### config.mk
export PLATFORM = sky130hd
export DESIGN_NAME = mux_scan_sequencer
export DESIGN_NICKNAME = d
export VERILOG_FILES = /design/src/rtl/mux_scan_sequencer.sv
export SDC_FILE = /design/constraint.sdc
export NUM_CORES = 1
export LEC_CHECK = 0
export CAP_MARGIN = 30
export CORE_UTILIZATION = 55
export CTS_BUF_LIST = sky130_fd_sc_hd__clkbuf_4 sky130_fd_sc_hd__clkbuf_8 sky130_fd_sc_hd__clkbuf_16
export DETAILED_ROUTE_END_ITERATION = 10
export PLACE_DENSITY = 0.81
export SETUP_SLACK_MARGIN = 0.4
export SLEW_MARGIN = 20
export SYNTH_ARGS = -nofsm -noshare
export SYNTH_HDL_FRONTEND = slang
export SYNTH_SLANG_ARGS = --single-unit
### constraint.sdc
create_clock -name clk -period 2.54 [get_ports clk]
set_clock_uncertainty 0.15 [all_clocks]
set_input_delay 0.381 -clock clk [delete_from_list [all_inputs] [get_ports clk]]
set_output_delay 0.381 -clock clk [all_outputs]
set_load 0.01 [all_outputs]
### src/rtl/mux_scan_sequencer.sv
// mux_scan_sequencer: walks the mux-tree select bus through every channel,
// waits SETTLE cycles per channel, samples the tree output and publishes one
// CHANNELS-bit frame per scan behind a start/busy/done handshake.
module mux_scan_sequencer #(
    parameter int unsigned CHANNELS = 8,
    parameter int unsigned SEL_W    = 3,
    parameter int unsigned SETTLE   = 1
) (
    input  logic                clk,
    input  logic                rst,
    input  logic                start,
    input  logic                mux_out,
    output logic [SEL_W-1:0]    sel,
    output logic                busy,
    output logic                done,
    output logic [CHANNELS-1:0] frame
);

    // Counter only has to reach SETTLE-1; keep at least one bit for SETTLE==1.
    localparam int unsigned CNT_W = (SETTLE > 1) ? $clog2(SETTLE) : 1;
    localparam logic [CNT_W-1:0] CNT_LAST = CNT_W'(SETTLE - 1);
    localparam logic [SEL_W-1:0] SEL_LAST = SEL_W'(CHANNELS - 1);

    typedef enum logic [1:0] {
        ST_IDLE,
        ST_SETTLE,
        ST_SAMPLE,
        ST_DONE
    } state_t;

    state_t              state_q,  state_d;
    logic [SEL_W-1:0]    sel_q,    sel_d;
    logic [CNT_W-1:0]    cnt_q,    cnt_d;
    logic                busy_q,   busy_d;
    logic                done_q,   done_d;
    logic [CHANNELS-1:0] frame_q,  frame_d;
    logic [CHANNELS-1:0] shadow_q, shadow_d;

    // State and datapath registers; rst wins over every other input.
    always_ff @(posedge clk) begin
        if (rst) begin
            state_q  <= ST_IDLE;
            sel_q    <= '0;
            cnt_q    <= '0;
            busy_q   <= 1'b0;
            done_q   <= 1'b0;
            frame_q  <= '0;
            shadow_q <= '0;
        end else begin
            state_q  <= state_d;
            sel_q    <= sel_d;
            cnt_q    <= cnt_d;
            busy_q   <= busy_d;
            done_q   <= done_d;
            frame_q  <= frame_d;
            shadow_q <= shadow_d;
        end
    end

    // Next-state and next-output logic; done is a single-cycle pulse by default-low.
    always_comb begin
        state_d  = state_q;
        sel_d    = sel_q;
        cnt_d    = cnt_q;
        busy_d   = busy_q;
        done_d   = 1'b0;
        frame_d  = frame_q;
        shadow_d = shadow_q;

        case (state_q)
            ST_IDLE: begin
                if (start) begin
                    state_d = ST_SETTLE;
                    sel_d   = '0;
                    cnt_d   = '0;
                    busy_d  = 1'b1;
                end
            end
            ST_SETTLE: begin
                if (cnt_q == CNT_LAST) begin
                    state_d = ST_SAMPLE;
                end else begin
                    cnt_d = cnt_q + CNT_W'(1);
                end
            end
            ST_SAMPLE: begin
                shadow_d[sel_q] = mux_out;
                if (sel_q == SEL_LAST) begin
                    state_d = ST_DONE;
                end else begin
                    sel_d   = sel_q + SEL_W'(1);
                    cnt_d   = '0;
                    state_d = ST_SETTLE;
                end
            end
            ST_DONE: begin
                frame_d = shadow_q;
                done_d  = 1'b1;
                busy_d  = 1'b0;
                sel_d   = '0;
                state_d = ST_IDLE;
            end
            default: begin
                state_d = ST_IDLE;
            end
        endcase
    end

    assign sel   = sel_q;
    assign busy  = busy_q;
    assign done  = done_q;
    assign frame = frame_q;

endmodule

-- Word-level counts from Yosys, hierarchy flattened
Cells that the tools add are included.
- bits in registers: 24
- logic and storage cells: 44
- input bits: 4
- output and inout bits: 13
- muxes and demuxes: 17
- reduce and logical (&&, ||, !) cells: 9
- add/subtract/negate cells: 2
- equal/unequal tests: 7
- order comparisons: 2
- operators with widths (cell ; number):
    $pmux 3 s3 ; 1
    $bwmux 8 ; 1
    $pmux 2 s4 ; 1
    $mux 1 ; 6
    $mux 2 ; 3
    $mux 3 ; 2
    $ne 2x2->1 const B ; 3
    $reduce_and 3->1 ; 2
    $reduce_bool 3->1 ; 2
    $eq 2x2->1 const B ; 2
    $lt 3x4->1 const B ; 1
    $reduce_and 2->1 ; 2
    $add 3x1->3 const B ; 1
    $demux 1 s3 ; 1
    $eq 3x3->1 const B ; 1
    $ge 3x1->1 const B ; 1
    $pmux 1 s3 ; 1
    $eq 2x1->1 const B ; 1
    $logic_not 2->1 ; 1
    $pmux 1 s2 ; 1
    $reduce_bool 2->1 ; 1
    $add 1x1->1 const B ; 1
    $logic_and 1x1->1 ; 1

-- Depth between registers and ports, before layout
- depth in word-level cells: 5
- depth in mapped cells: 6
- depth with buffers taken out: 5

-- Worst setup path after synthesis
No wires, ideal clock.
- path kind: register -> register
- from: register sel_q[1], in the netlist sel[1]
- to: register sel_q[2], in the netlist sel[2]
- buffers on the path: 0
- data arrival time: 1.306 ns
- cell stages (with the launch flop): 6
- required time: 2.273 ns
- slack: 0.966 ns
- period minus slack after synthesis: 1.574 ns
- cell sequence: dfxtp_1 ha_1 ha_1 mux2i_1 nand2_1 a32o_2
- word-level cells in the longest chain between the ends: 3
- RTL lines (item ; line ; text):
    from (decl) ; 32 ; logic [SEL_W-1:0] sel_q, sel_d;
    from (signal assigned) ; 51 ; sel_q <= sel_d;
    $add 3x1->3 or $eq 3x3->1 (tied branches) ; 91, 88 ;
    $mux 3 or $ne 2x2->1 (tied branches) ; -- ;
    $pmux 3 s3 or $reduce_and 3->1 (tied branches) ; -- ;
Several ways; a longest one is shown, not always the timed one. The select of a mux whose other input is x is not followed.
A chain may end at the register's enable or synchronous reset.

-- Final worst setup path
- from: register sel_q[0], in the netlist sel[0]
- to: output sel[0]
- RTL lines (item ; line ; text):
    to (decl) ; 13 ; output logic [SEL_W-1:0] sel,
No word-level cell between the ends.

==> qor.csv <==
metric,value,unit
preCtsSetupSlack,0.729,ns
dp_hpwl,1.28,mm
vias,756,
clkTransAtPathRegs,0.12,ns
synth_fp_nets,109,
end_kind,output port,
crit_path_start_kind,flop,
slew_headroom,0.631,
grt_pass1_wl,3.03,mm
p_per_area,528,nW/µm²
drt-initial-drc-count,14,
grt_pass1_vias,690,
clkLatencyLatePin,0.30,ns
place.gp.congestion,0.761,
synth.distinct_cells,25,
dr.pass1.iters,4,
io_pins,17,
cts_buffers,3,
tightest_slew,0.554,ns
period_minus_slack,2.03,ns
cpPeakStageDelay,0.62,ns
setup_viol,0,
cts.repair.resized,0,
crit_type,reg2out,
power.leakage,0.488,nW
track_usage,0.203,
cts-hold-fix-buffers,0,
synth_edf_count,0,
slew_violations,0,
whs,0.338,ns
rr_worst_depth,5,
drive_above_1_share,0.0702,
root_buffer,clkbuf_4,
fp.dieW,45.7,µm
area_delta_synth_final,16.9,%
path_delay_family,buffers and inverters,
top_usage_layer,met2,
via_per_inst,5.44,
drtAntennaViolNets,0,
critPathBufInv,1,
max_freq,0.492,GHz
cpMaxStageDelayCell,clkdlybuf4s50_1,
hp-class,reg2reg,
setup_slack,0.507,ns
die_area,2090,µm²
portBuffers,16,
reg2reg_from,state_q[0],
ys_ff_latch,23,
syn-instance-count,99,
utilization,0.697,
path_max_fanout,12,
clock_path_buffers,2,
cp.arrival,1.50,ns
crit_chain,clkdlybuf4s50_1,
h-tree-depth,1,
cts_tree,yes,
async_flop_share,0,
required,2.01,ns
ys_seq_area_frac,0.438,
initial_core_util,0.596,
fill_cells,141,
synth-main-ff-cell,dfxtp_1,
rows,15,
ff2ff_setup_slack,0.80,ns
min_from,busy,
holdPathStages,2,
outcome,completed,
p_total,0.649,mW
hold_violations,0,
timing.rr.end,sel[2],
syn-cell-area,1050,µm²
vdd_drop_max,0.000423,V
nets,125,
antenna_found_initial,0,
setup_tns,0,ns
fp.dieH,45.7,µm
grtUsageMet2,0.311,
grt_max_degree,14,
met1_usage,0.263,
wl,1.78,mm
maxCapViolCount,0,
coreArea,1760,µm²
ys_warn_count,0,
n_antenna_cell,0,
clock-sinks,23,
avgSynthCellArea,10.6,µm²
grt_overflow,0,
wl_per_cell,12.8,µm
cts_setup_buffers,0,
drcViolationCount,0,
min_to,busy,
groute.layer.met3.usage,0.0516,
rsz0062_at_grt,false,
fin_crit_sh,0.800,
-- flip-flops by register name, indices dropped and copies added (netlist names) --
name	count
frame	8
state_q	2
sel	3
busy	1
shadow_q	8
done	1
-- area by class of cell --
type | count | area (µm²) | share of cell area
Multi-Input combinational cell | 67 | 532 | 0.432
Sequential cell | 23 | 460 | 0.374
Timing Repair Buffer | 17 | 168 | 0.136
Tap cell | 25 | 31.3 | 0.0254
Clock buffer | 3 | 22.5 | 0.0183
Inverter | 3 | 11.3 | 0.00916
Clock inverter | 1 | 5.00 | 0.00407
-- layer usage --
metal  wire length (µm)  vias to the layer above
met2                845                       19
met4                 36                        0
met3                 55                        4
li1                   -                      377
met1                844                      356
met5                  0                        -
-- worst max-delay path by stage --
stage | startpoint | to | cells after the start
floorplan | sel[1] | sel[2] | 5
global placement | rst | sel[2] | 3
detailed placement | rst | sel[2] | 3
CTS | sel[0] | sel[0] | 1
global route | sel[2] | sel[2] | 1
finish | sel[0] | sel[0] | 1
-- cell usage after synthesis, types with 2 or more instances --
| master | number | area [µm²] |
|---|---|---|
| dfxtp_1 | 23 | 460 |
| mux2i_1 | 18 | 180 |
| nor2_1 | 18 | 67.6 |
| ha_1 | 6 | 75.1 |
| and4bb_1 | 3 | 37.5 |
| buf_6 | 3 | 33.8 |
| inv_1 | 3 | 11.3 |
| nand4b_1 | 3 | 26.3 |
| a21oi_1 | 2 | 10.0 |
| clkbuf_1 | 2 | 7.51 |
| nand2_1 | 2 | 7.51 |
| nor2b_1 | 2 | 12.5 |
| o21ai_0 | 2 | 10.0 |
-- report_power, final --
group | switching (mW) | leakage (nW) | internal [mW]
combinational | 0.0541 | 0.284 | 0.0484
clock | 0.105 | 0.0177 | 0.0587
sequential | 0.0114 | 0.186 | 0.372
-- kinds of logic after synthesis --
group | share of synthesized area
and+or+nand+nor | 0.216
adders and majority gates | 0.0713
DFF | 0.438
muxes | 0.171
buffers and inverters | 0.0571
AOI/OAI and AO/OA | 0.0464
-- per-stage QoR --
stage,std cells,instance area (µm²)
CTS,139,1230
global route,139,1230
global placement,135,1200
detailed placement,135,1200
floorplan,99,1050
finish,139,1230
-- cell usage in the layout, fill, tap and decap left out --
cell type        netlist  final
nand4b_1               3      3
dfxtp_1               23     23
buf_4                  1      1
nand2b_1               1      1
nor2b_1                2      2
ha_1                   6      6
nor2_1                18     18
nand2_1                2      2
nor4b_2                1      1
and2_1                 1      1
inv_1                  3      3
nand3_1                1      1
nand3b_1               1      1
o21ai_0                2      2
clkinv_2               0      1
clkdlybuf4s50_1        0     16
a21oi_1                2      2
nor4b_4                1      1
clkbuf_4               0      3
nand4_1                1      1
a32o_2                 1      1
or3_1                  1      1
and4bb_1               3      3
mux2i_1               18     18
a211oi_1               1      1
a32o_1                 1      1
No activity file was read; power rests on OpenSTA's default activity.
